## config.mk

```make
export PLATFORM = sky130hd
export DESIGN_NAME = key_debouncer_flat
export DESIGN_NICKNAME = d
export VERILOG_FILES = /design/src/rtl/key_debouncer_if.sv /design/src/rtl/key_debouncer.sv /design/src/flat_wrapper.sv
export SDC_FILE = /design/constraint.sdc
export NUM_CORES = 1
export LEC_CHECK = 0
export ABC_AREA = 1
export CAP_MARGIN = 10
export CORE_MARGIN = 1
export CORE_UTILIZATION = 35
export CTS_CLUSTER_DIAMETER = 40
export DETAILED_ROUTE_END_ITERATION = 7
export PLACE_DENSITY = 0.51
export SLEW_MARGIN = 20
export SYNTH_ARGS = -nofsm -noshare
export SYNTH_HDL_FRONTEND = slang
export SYNTH_SLANG_ARGS = --single-unit
```

## constraint.sdc

```tcl
create_clock -name CLOCK_50 -period 1.55 [get_ports CLOCK_50]
set_input_delay 0.155 -clock CLOCK_50 [delete_from_list [all_inputs] [get_ports CLOCK_50]]
set_output_delay 0.155 -clock CLOCK_50 [all_outputs]
set_load 0.05 [all_outputs]
```

## src/rtl/key_debouncer_if.sv

```systemverilog
// ---------------------------------------------------------------------------
// key_debouncer_if
//
// Groups the push-button signals of the key debouncer.
//   KEY          raw button levels, active-low (0 = pressed)
//   KEY_CLEAN    debounced level, same polarity as KEY
//   KEY_PRESS    one-cycle pulse on each accepted 1->0 of KEY_CLEAN
//   KEY_RELEASE  one-cycle pulse on each accepted 0->1 of KEY_CLEAN
//
// master: the side that owns the buttons (drives KEY, observes results).
// slave : the debouncer itself.
// ---------------------------------------------------------------------------
interface key_debouncer_if #(
    parameter int N_KEYS = 2
);
    logic [N_KEYS-1:0] KEY;
    logic [N_KEYS-1:0] KEY_CLEAN;
    logic [N_KEYS-1:0] KEY_PRESS;
    logic [N_KEYS-1:0] KEY_RELEASE;

    modport master (
        output KEY,
        input  KEY_CLEAN,
        input  KEY_PRESS,
        input  KEY_RELEASE
    );

    modport slave (
        input  KEY,
        output KEY_CLEAN,
        output KEY_PRESS,
        output KEY_RELEASE
    );
endinterface

```

## src/rtl/key_debouncer.sv

```systemverilog
// ---------------------------------------------------------------------------
// key_debouncer
//
// N_KEYS independent push-button debouncers. Each raw key is brought into
// the CLOCK_50 domain through two flops, then a level change is accepted
// only after the synchronized value has differed from the debounced value
// for CNT_MAX consecutive clock edges. Any return to the debounced value
// before that restarts the wait.
//
// Parameters
//   N_KEYS   number of channels
//   CNT_MAX  stable edges needed to accept a change (must be >= 2)
//
// Ports
//   CLOCK_50  clock, all state updates on its rising edge
//   reset     synchronous, active-high; keys return to released (1)
//   keys      key_debouncer_if.slave: KEY in; KEY_CLEAN, KEY_PRESS,
//             KEY_RELEASE out (all outputs registered)
// ---------------------------------------------------------------------------
module key_debouncer #(
    parameter int N_KEYS  = 2,
    parameter int CNT_MAX = 1000000
) (
    input  logic            CLOCK_50,
    input  logic            reset,
    key_debouncer_if.slave  keys
);

    localparam int CNT_W = ($clog2(CNT_MAX) > 1) ? $clog2(CNT_MAX) : 1;
    localparam logic [CNT_W-1:0] CNT_LAST = CNT_W'(CNT_MAX - 1);

    genvar gi;
    generate
        for (gi = 0; gi < N_KEYS; gi++) begin : g_chan
            logic             s1_reg;
            logic             s2_reg;
            logic             clean_reg;
            logic             clean_next;
            logic             press_reg;
            logic             press_next;
            logic             release_reg;
            logic             release_next;
            logic [CNT_W-1:0] cnt_reg;
            logic [CNT_W-1:0] cnt_next;
            logic             pending;
            logic             accept;

            // PENDING whenever the synchronized level disagrees with the
            // debounced one; STABLE otherwise (counter parked at 0).
            assign pending = (s2_reg != clean_reg);
            assign accept  = pending && (cnt_reg == CNT_LAST);

            // State register
            always_ff @(posedge CLOCK_50) begin
                if (reset) begin
                    s1_reg      <= 1'b1;
                    s2_reg      <= 1'b1;
                    clean_reg   <= 1'b1;
                    cnt_reg     <= '0;
                    press_reg   <= 1'b0;
                    release_reg <= 1'b0;
                end else begin
                    s1_reg      <= keys.KEY[gi];
                    s2_reg      <= s1_reg;
                    clean_reg   <= clean_next;
                    cnt_reg     <= cnt_next;
                    press_reg   <= press_next;
                    release_reg <= release_next;
                end
            end

            // Next state: count while pending, accept at CNT_LAST. A glitch
            // (sync back to the clean level) drops into the default clear.
            always_comb begin
                cnt_next   = '0;
                clean_next = clean_reg;
                if (accept) begin
                    clean_next = s2_reg;
                end else if (pending) begin
                    cnt_next = cnt_reg + CNT_W'(1);
                end
            end

            // Pulses are computed from the accept decision so they land in
            // the same register update as the new KEY_CLEAN level.
            always_comb begin
                press_next   = 1'b0;
                release_next = 1'b0;
                if (accept) begin
                    press_next   = ~s2_reg;
                    release_next = s2_reg;
                end
            end

            assign keys.KEY_CLEAN[gi]   = clean_reg;
            assign keys.KEY_PRESS[gi]   = press_reg;
            assign keys.KEY_RELEASE[gi] = release_reg;
        end
    endgenerate

endmodule

```

## src/flat_wrapper.sv

```systemverilog
// flat-port wrapper written by rule: the top's interface ports become plain ports
module key_debouncer_flat 
#(
    parameter int N_KEYS  = 2,
    parameter int CNT_MAX = 1000000
)
  (CLOCK_50, reset, keys_KEY, keys_KEY_CLEAN, keys_KEY_PRESS, keys_KEY_RELEASE);
  key_debouncer_if #(.N_KEYS(N_KEYS)) keys_i ();
  input  logic CLOCK_50;
  input  logic reset;
  input wire logic [$bits(keys_i.KEY)-1:0] keys_KEY;
  output wire logic [$bits(keys_i.KEY_CLEAN)-1:0] keys_KEY_CLEAN;
  output wire logic [$bits(keys_i.KEY_PRESS)-1:0] keys_KEY_PRESS;
  output wire logic [$bits(keys_i.KEY_RELEASE)-1:0] keys_KEY_RELEASE;
  assign keys_i.KEY = keys_KEY;
  assign keys_KEY_CLEAN = keys_i.KEY_CLEAN;
  assign keys_KEY_PRESS = keys_i.KEY_PRESS;
  assign keys_KEY_RELEASE = keys_i.KEY_RELEASE;
  key_debouncer #(.N_KEYS(N_KEYS), .CNT_MAX(CNT_MAX)) u_core (.CLOCK_50(CLOCK_50), .reset(reset), .keys(keys_i));
endmodule
```

==> results of run 1 <==
[cells in the final DEF (no fill, tap or decap), drive strengths merged]
master and n:
o21ai 4, nand3 25, inv 45, nand3b 2
nand4 6, a21oi 12, xnor2 6, nor3 1
nor2 96, xor2 14, dfxtp 50, ha 2
buf 14, bufinv 1, clkinv 1, clkdlybuf4s50 3
clkbuf 5, or2 6, o21bai 1, nand2 103
[cell families after synthesis]
kind of cell / count (synthesis) / synth area share, %
AO/OA/AOI/OAI: 17 / 3.695
XOR/XNOR: 20 / 6.806
adder cells (fa/ha/maj): 2 / 0.9721
buffers and inverters: 54 / 9.188
flip-flops: 50 / 38.89
AND/OR/NAND/NOR: 239 / 40.45
[final cells by class]
cell class	instances	area, um2	share of cell area [%]
clock inverters	3	47.55	1.646
inverters	44	166.4	5.763
well taps	96	120.1	4.159
flip-flops and latches	50	1001	34.66
clock buffers	5	68.82	2.383
multi-input cells	278	1336	46.27
repair buffers	17	147.6	5.113
[routing by layer]
metal / routed length (um) / GRT usage [%] / up-vias
met5: 0 / 0 / -
met3: 99 / 3.016 / 12
met2: 2542 / 25.65 / 19
met4: 99 / 5.216 / 0
li1: - / - / 1193
met1: 2520 / 17.72 / 965
[power by group through the flow]
stage | clock (W) | combinational, W | sequential [W]
after floorplan | 0 | 0.0000198 | 0.00132
after global routing | 0.00107 | 0.0000440 | 0.00129
after global placement | 0 | 0.0000403 | 0.00132
after detailed placement | 0 | 0.0000408 | 0.00132
final | 0.000993 | 0.0000391 | 0.00129
after CTS | 0.00102 | 0.0000408 | 0.00129
[stage by stage]
stage | total power, W | instances | worst slack, ps | instance area, um2
2_1_floorplan | 0.001342 | 382 | 225.8 | 2574
3_3_place_gp | 0.001363 | 485 | 173.4 | 2771
3_5_place_dp | 0.001363 | 485 | 140.8 | 2771
4_1_cts | 0.002352 | 493 | 118.5 | 2888
5_1_grt | 0.002404 | 493 | 17.27 | 2888
6_report | 0.002325 | 493 | 135.4 | 2888
[how the worst min path moves through the flow]
stage,from,slack [ps],end,cells past startpoint
floorplan,keys_KEY[0],260,u_core.g_chan[0].s1_reg,1
detailed placement,u_core.g_chan[1].s1_reg,400,u_core.g_chan[1].s2_reg,1
CTS,keys_KEY[0],390,u_core.g_chan[0].s1_reg,2
finish,keys_KEY[0],400,u_core.g_chan[0].s1_reg,2
global placement,u_core.g_chan[1].s1_reg,390,u_core.g_chan[1].s2_reg,1
global route,keys_KEY[1],400,u_core.g_chan[1].s1_reg,2
[critical path: stages (launching register included)]
cell                      delay, ps
sky130_fd_sc_hd__dfxtp_1        380
sky130_fd_sc_hd__ha_1           210
sky130_fd_sc_hd__nand3_2        140
sky130_fd_sc_hd__nor2_1         150
sky130_fd_sc_hd__nand3_1         90
sky130_fd_sc_hd__nand3_1         90
sky130_fd_sc_hd__buf_4          190
sky130_fd_sc_hd__nor2_1          50
==> results_tabular.tex, run 1 <==
\begin{tabular}{lr}
\hline
Metric & Value \\
\hline
\multicolumn{2}{l}{\textbf{Synthesis}} \\
Yosys top cell by area & sky130\_fd\_sc\_hd\_\_dfxtp\_1 \\
Instance count of the mapped netlist & 382 \\
Synth Register Bits & 50 \\
Number of flops mapped to enable cells by yosys & 0 \\
Share of the yosys chip area belonging to registers & 38.89\% \\
Async S/R FF share, synth & 0\% \\
Synthesis warning total & 0 \\
Post-synth top area share & 38.89\% \\
Count of unique library cells instantiated by Yosys & 29 \\
Dominant synthesized flop cell & sky130\_fd\_sc\_hd\_\_dfxtp\_1 \\
Top cells by area in the synthesized netlist & sky130\_fd\_sc\_hd\_\_dfxtp\_1 (39\%), sky130\_fd\_sc\_hd\_\_nand2\_1 (15\%), sky130\_fd\_sc\_hd\_\_nor2\_1 (13\%) \\
Net count of the mapped netlist & 388 \\
Mapped cell area & 2574 um2 \\
Mean cell area of the mapped netlist & 6.737 um2 \\
Top cells by instance count after synthesis & sky130\_fd\_sc\_hd\_\_nand2\_1 (100), sky130\_fd\_sc\_hd\_\_nor2\_1 (88), sky130\_fd\_sc\_hd\_\_dfxtp\_1 (50), sky130\_fd\_sc\_hd\_\_inv\_1 (42), sky130\_fd\_sc\_hd\_\_nand3\_1 (20) \\
Library cell with the highest instance count after synthesis & sky130\_fd\_sc\_hd\_\_nand2\_1 \\
\multicolumn{2}{l}{\textbf{CTS}} \\
Inserted Clock Buffers & 5 \\
Post-CTS Setup Bufs & 0 \\
Number of buffers added to fix hold violations after cts & 0 \\
CTS tree & done \\
Library cell used as clock root buffer & sky130\_fd\_sc\_hd\_\_clkbuf\_8 \\
Clock latency on the worst-skew pair & 310 ps \\
Clock slew at reported path FFs & 100 ps \\
Number of instances resized during post-cts repair & 0 \\
Sink count of the clock tree & 50 \\
Deepest clock path buffer count & 2 \\
Maximum level of the CTS H-tree & 2 \\
\multicolumn{2}{l}{\textbf{Worst setup path}} \\
Worst reg2reg path depth & 7 \\
Launching element type of the critical path & flip-flop \\
Worst endpoint required time & 1760 ps \\
Worst setup path end & u\_core.g\_chan[1].cnt\_reg[0] \\
Worst Setup SP & u\_core.g\_chan[1].cnt\_reg[0] \\
Capture point of the worst reg-to-reg path & u\_core.g\_chan[1].cnt\_reg[0] \\
R2R setup slack & 140 ps \\
CP max FO & 12 \\
Origin of the critical flop-to-flop path & u\_core.g\_chan[1].cnt\_reg[0] \\
Worst Path Arrival & 1630 ps \\
Crit path kind & reg2reg \\
Endpoint type of the worst setup path & flip-flop \\
\multicolumn{2}{l}{\textbf{Timing}} \\
Final-report hold violation count & 0 \\
Achievable frequency & 706.9 MHz \\
Tightest Pin Transition & 271.1 ps \\
Setup tns final & 0 ps \\
Max transition margin & 81.86\% \\
Period utilisation layout & 91.27\% \\
Smallest hold slack & 398.1 ps \\
Max-slew violations & 0 \\
Shortest period the worst path allows & 1415 ps \\
Unrepaired setup endpoints after global routing & no \\
Setup skew after layout & 7.461 ps \\
Final-report setup violation count & 0 \\
\multicolumn{2}{l}{\textbf{Final layout}} \\
Fin nets & 402 \\
Growth of design area from synthesis to finish & 12.20\% \\
Antenna fix cells & 0 \\
Layout fillers & 742 \\
Share of cells above drive strength 1 & 12.09\% \\
Number of flip-flops in the largest register & 40 \\
Post-route core utilization & 41.59\% \\
\multicolumn{2}{l}{\textbf{Die}} \\
Core region area & 6944 um2 \\
Initial core utilization & 37.06\% \\
Die outline area & 7700 um2 \\
Number of standard-cell rows in the floorplan & 30 \\
I/O pins & 10 \\
Die height & 87.75 um \\
Overall die width & 87.75 um \\
\multicolumn{2}{l}{\textbf{Pwr}} \\
Relative contribution of the clock network to total power & 42.7\% \\
Net Switching & 0.0005220 W \\
Static leakage & 0.9810 nW \\
Internal power summed over all cells & 0.001803 W \\
Share of power burned in combinational logic & 1.7\% \\
Part of the total power dissipated in sequential elements & 55.6\% \\
Worst voltage drop across the vdd grid & 0.3752 mV \\
Power density normalized to cell area & 805.1 nW/um2 \\
Switching part of the total power & 22.45\% \\
\multicolumn{2}{l}{\textbf{Global routing}} \\
Via count of the first global-routing pass & 2004 \\
Maximum number of pins on one net before global-route repair & 21 \\
Antenna violations before repair & 0 \\
Global-route wire length before repair & 8873 um \\
Total overflow reported by the global router & 0 \\
Global routing usage summed across all routing layers & 14.66\% \\
\multicolumn{2}{l}{\textbf{Placed design}} \\
I/O Buffers & 9 \\
HPWL after DPL & 3995 um \\
Final weighted congestion in routability-driven placement & 0.8275 \\
\multicolumn{2}{l}{\textbf{Routing}} \\
First-pass detailed-route iteration total & 4 \\
Vias post-DR & 2189 \\
Detailed Route Iter0 Violations & 76 \\
Antenna violation net count after detailed routing & 0 \\
Via density per instance & 4.440 \\
Average detailed-routed wire length per instance & 10.67 um \\
DRC Markers & 0 \\
DRT Wirelength & 5262 um \\
\multicolumn{2}{l}{\textbf{Run}} \\
Max-cap violation count & 0 \\
\multicolumn{2}{l}{\textbf{Min path}} \\
Classification of the worst-slack hold path & in2reg \\
\multicolumn{2}{l}{\textbf{Status}} \\
Status & finished clean \\
\hline
\end{tabular}
Power figures use the tool's default switching activity.
==> run 2, diff against run 1 <==
- RECOVER_POWER: not set -> 50
==> run 2 against run 1 <==
Wire length rose by 0.11%. Final area down 0.95%. Sequential share of layout area grew 0.33 points. Critical path type unchanged.
==> results_tabular.tex, run 2 (synthesis results as in run 1) <==
\begin{tabular}{lr}
\hline
Metric & Value \\
\hline
\multicolumn{2}{l}{\textbf{Status}} \\
Status & finished clean \\
\multicolumn{2}{l}{\textbf{Global routing}} \\
Total overflow reported by the global router & 0 \\
Global routing usage summed across all routing layers & 14.66\% \\
Global-route wire length before repair & 8873 um \\
Via count of the first global-routing pass & 2004 \\
Maximum number of pins on one net before global-route repair & 21 \\
Antenna violations before repair & 0 \\
\multicolumn{2}{l}{\textbf{Worst setup path}} \\
Origin of the critical flop-to-flop path & u\_core.g\_chan[1].cnt\_reg[0] \\
Delay contributed by the slowest stage of the critical path & 380 ps \\
Launching element type of the critical path & flip-flop \\
Endpoint type of the worst setup path & flip-flop \\
Cells along the critical path & ha\_1 -> nand3\_2 -> nor2\_1 -> nand3\_1 -> nand3\_1 -> clkbuf\_4 -> nor2\_1 \\
R2R setup slack & 120 ps \\
Worst Path Arrival & 1640 ps \\
Cell family with the largest share of critical-path delay & simple AND/OR/NAND/NOR gates \\
Worst Setup SP & u\_core.g\_chan[1].cnt\_reg[0] \\
CP max FO & 12 \\
Crit path kind & reg2reg \\
Buf+Inv Stages, Crit Path & 1 \\
Critical Path Slowest Stage Cell & sky130\_fd\_sc\_hd\_\_dfxtp\_1 \\
Worst endpoint required time & 1760 ps \\
\multicolumn{2}{l}{\textbf{CTS}} \\
Deepest clock path buffer count & 2 \\
CTS tree & done \\
Number of buffers added to fix hold violations after cts & 0 \\
Sink count of the clock tree & 50 \\
Library cell used as clock root buffer & sky130\_fd\_sc\_hd\_\_clkbuf\_8 \\
Inserted Clock Buffers & 5 \\
Clock slew at reported path FFs & 100 ps \\
Clock latency on the worst-skew pair & 310 ps \\
Post-CTS Setup Bufs & 0 \\
Maximum level of the CTS H-tree & 2 \\
Number of instances resized during post-cts repair & 0 \\
\multicolumn{2}{l}{\textbf{Timing}} \\
Max-slew violations & 0 \\
Tightest Pin Transition & 598.9 ps \\
Setup skew after layout & 6.663 ps \\
Shortest period the worst path allows & 1428 ps \\
Unrepaired setup endpoints after global routing & no \\
Final-report hold violation count & 0 \\
Final-report setup violation count & 0 \\
Max transition margin & 60.24\% \\
Period utilisation layout & 92.14\% \\
Setup tns final & 0 ps \\
Achievable frequency & 700.2 MHz \\
\multicolumn{2}{l}{\textbf{Die}} \\
Initial core utilization & 37.06\% \\
Core region area & 6944 um2 \\
I/O pins & 10 \\
Die height & 87.75 um \\
Number of standard-cell rows in the floorplan & 30 \\
Overall die width & 87.75 um \\
Die outline area & 7700 um2 \\
\multicolumn{2}{l}{\textbf{Min path}} \\
Launch instance of the worst min-delay path & keys\_KEY[0] \\
Classification of the worst-slack hold path & in2reg \\
\multicolumn{2}{l}{\textbf{Pwr}} \\
Power density normalized to cell area & 811.8 nW/um2 \\
Static leakage & 0.9598 nW \\
Worst voltage drop across the vdd grid & 0.3752 mV \\
Part of the total power dissipated in sequential elements & 55.7\% \\
Relative contribution of the clock network to total power & 42.7\% \\
Switching part of the total power & 22.43\% \\
Net Switching & 0.0005207 W \\
Internal power summed over all cells & 0.001801 W \\
Share of power burned in combinational logic & 1.6\% \\
\multicolumn{2}{l}{\textbf{Routing}} \\
Vias post-DR & 2185 \\
Detailed Route Iter0 Violations & 75 \\
DRC Markers & 0 \\
Average detailed-routed wire length per instance & 10.69 um \\
Via density per instance & 4.432 \\
Antenna violation net count after detailed routing & 0 \\
First-pass detailed-route iteration total & 4 \\
DRT Wirelength & 5268 um \\
\multicolumn{2}{l}{\textbf{Final layout}} \\
Area of combinational cells with multiple inputs & 1334 um2 \\
Antenna fix cells & 0 \\
Layout fillers & 749 \\
Post-route design area & 2860 um2 \\
Number of flip-flops in the largest register & 40 \\
Most frequent cells in the layout & sky130\_fd\_sc\_hd\_\_nand2\_1 (100), sky130\_fd\_sc\_hd\_\_nor2\_1 (89), sky130\_fd\_sc\_hd\_\_dfxtp\_1 (50), sky130\_fd\_sc\_hd\_\_inv\_1 (43), sky130\_fd\_sc\_hd\_\_nand3\_1 (20) \\
Growth of design area from synthesis to finish & 11.13\% \\
Register cell area after layout & 1001 um2 \\
Most frequent standard cell in the layout excluding fill and tap cells & sky130\_fd\_sc\_hd\_\_nand2\_1 \\
Fin nets & 402 \\
Share of cells above drive strength 1 & 10.08\% \\
\multicolumn{2}{l}{\textbf{Run}} \\
Max-cap violation count & 0 \\
\multicolumn{2}{l}{\textbf{Placed design}} \\
DP Area & 2771 um2 \\
I/O Buffers & 9 \\
Final weighted congestion in routability-driven placement & 0.8275 \\
HPWL after DPL & 3995 um \\
\hline
\end{tabular}
## run 2: cell types whose count changed in the layout (fill, tap and decap cells not counted)
cell,previous run,this run
sky130_fd_sc_hd__clkbuf_4,0,1
sky130_fd_sc_hd__buf_4,13,5
sky130_fd_sc_hd__inv_2,1,0
sky130_fd_sc_hd__nor2_2,6,5
sky130_fd_sc_hd__nor2_1,88,89
sky130_fd_sc_hd__dlygate4sd3_1,0,1
sky130_fd_sc_hd__clkbuf_1,0,6
sky130_fd_sc_hd__clkbuf_2,0,1
sky130_fd_sc_hd__clkdlybuf4s50_1,3,2
sky130_fd_sc_hd__inv_1,42,43
## run 2: layer usage
metal	vias up	part of all wire, %	global-route usage (%)
met5	-	0	0
met4	0	1.9	5.216
met3	12	1.9	3.016
met2	19	48	25.65
met1	962	48	17.72
li1	1192	-	-
## run 2: power groups by stage
stage / clock network (W) / logic, W / registers [W]
final: 0.000992 / 0.0000376 / 0.00129
after CTS: 0.00102 / 0.0000408 / 0.00129
after floorplan: 0 / 0.0000198 / 0.00132
after global routing: 0.00107 / 0.0000423 / 0.00129
after global placement: 0 / 0.0000403 / 0.00132
after detailed placement: 0 / 0.0000408 / 0.00132
## run 2: layout make-up
class	instances	share of cell area, %
inverter	44	5.818
clock buffer	5	2.406
timing repair buffer	17	4.287
clock inverter	3	1.662
sequential	50	35.00
tap	96	4.199
multi-input combinational	278	46.63
## run 2: stage by stage
stage,setup slack (ps),power [W],util (%),hold slack [ps],std cells
after floorplan,225.8,0.001342,-,258.8,382
after global placement,173.4,0.001363,39.91,393.1,485
after detailed placement,140.8,0.001363,39.91,397.6,485
after CTS,118.5,0.002352,41.59,393.3,493
after global routing,19.40,0.002403,41.19,399.5,493
final,121.8,0.002322,41.19,398.1,493
## run 2: worst paths after layout
kind | to | depth (start not counted)
min reg2reg | u_core.g_chan[0].s2_reg | 1
min | u_core.g_chan[0].s1_reg | 2
max reg2reg | u_core.g_chan[1].cnt_reg[0] | 7
max | u_core.g_chan[1].cnt_reg[0] | 7
## run 2: worst register-to-register path, cell delays in order (launching register included)
cell and delay [ps]:
sky130_fd_sc_hd__dfxtp_1 380, sky130_fd_sc_hd__ha_1 210, sky130_fd_sc_hd__nand3_2 130, sky130_fd_sc_hd__nor2_1 150, sky130_fd_sc_hd__nand3_1 90, sky130_fd_sc_hd__nand3_1 90
sky130_fd_sc_hd__clkbuf_4 220, sky130_fd_sc_hd__nor2_1 60
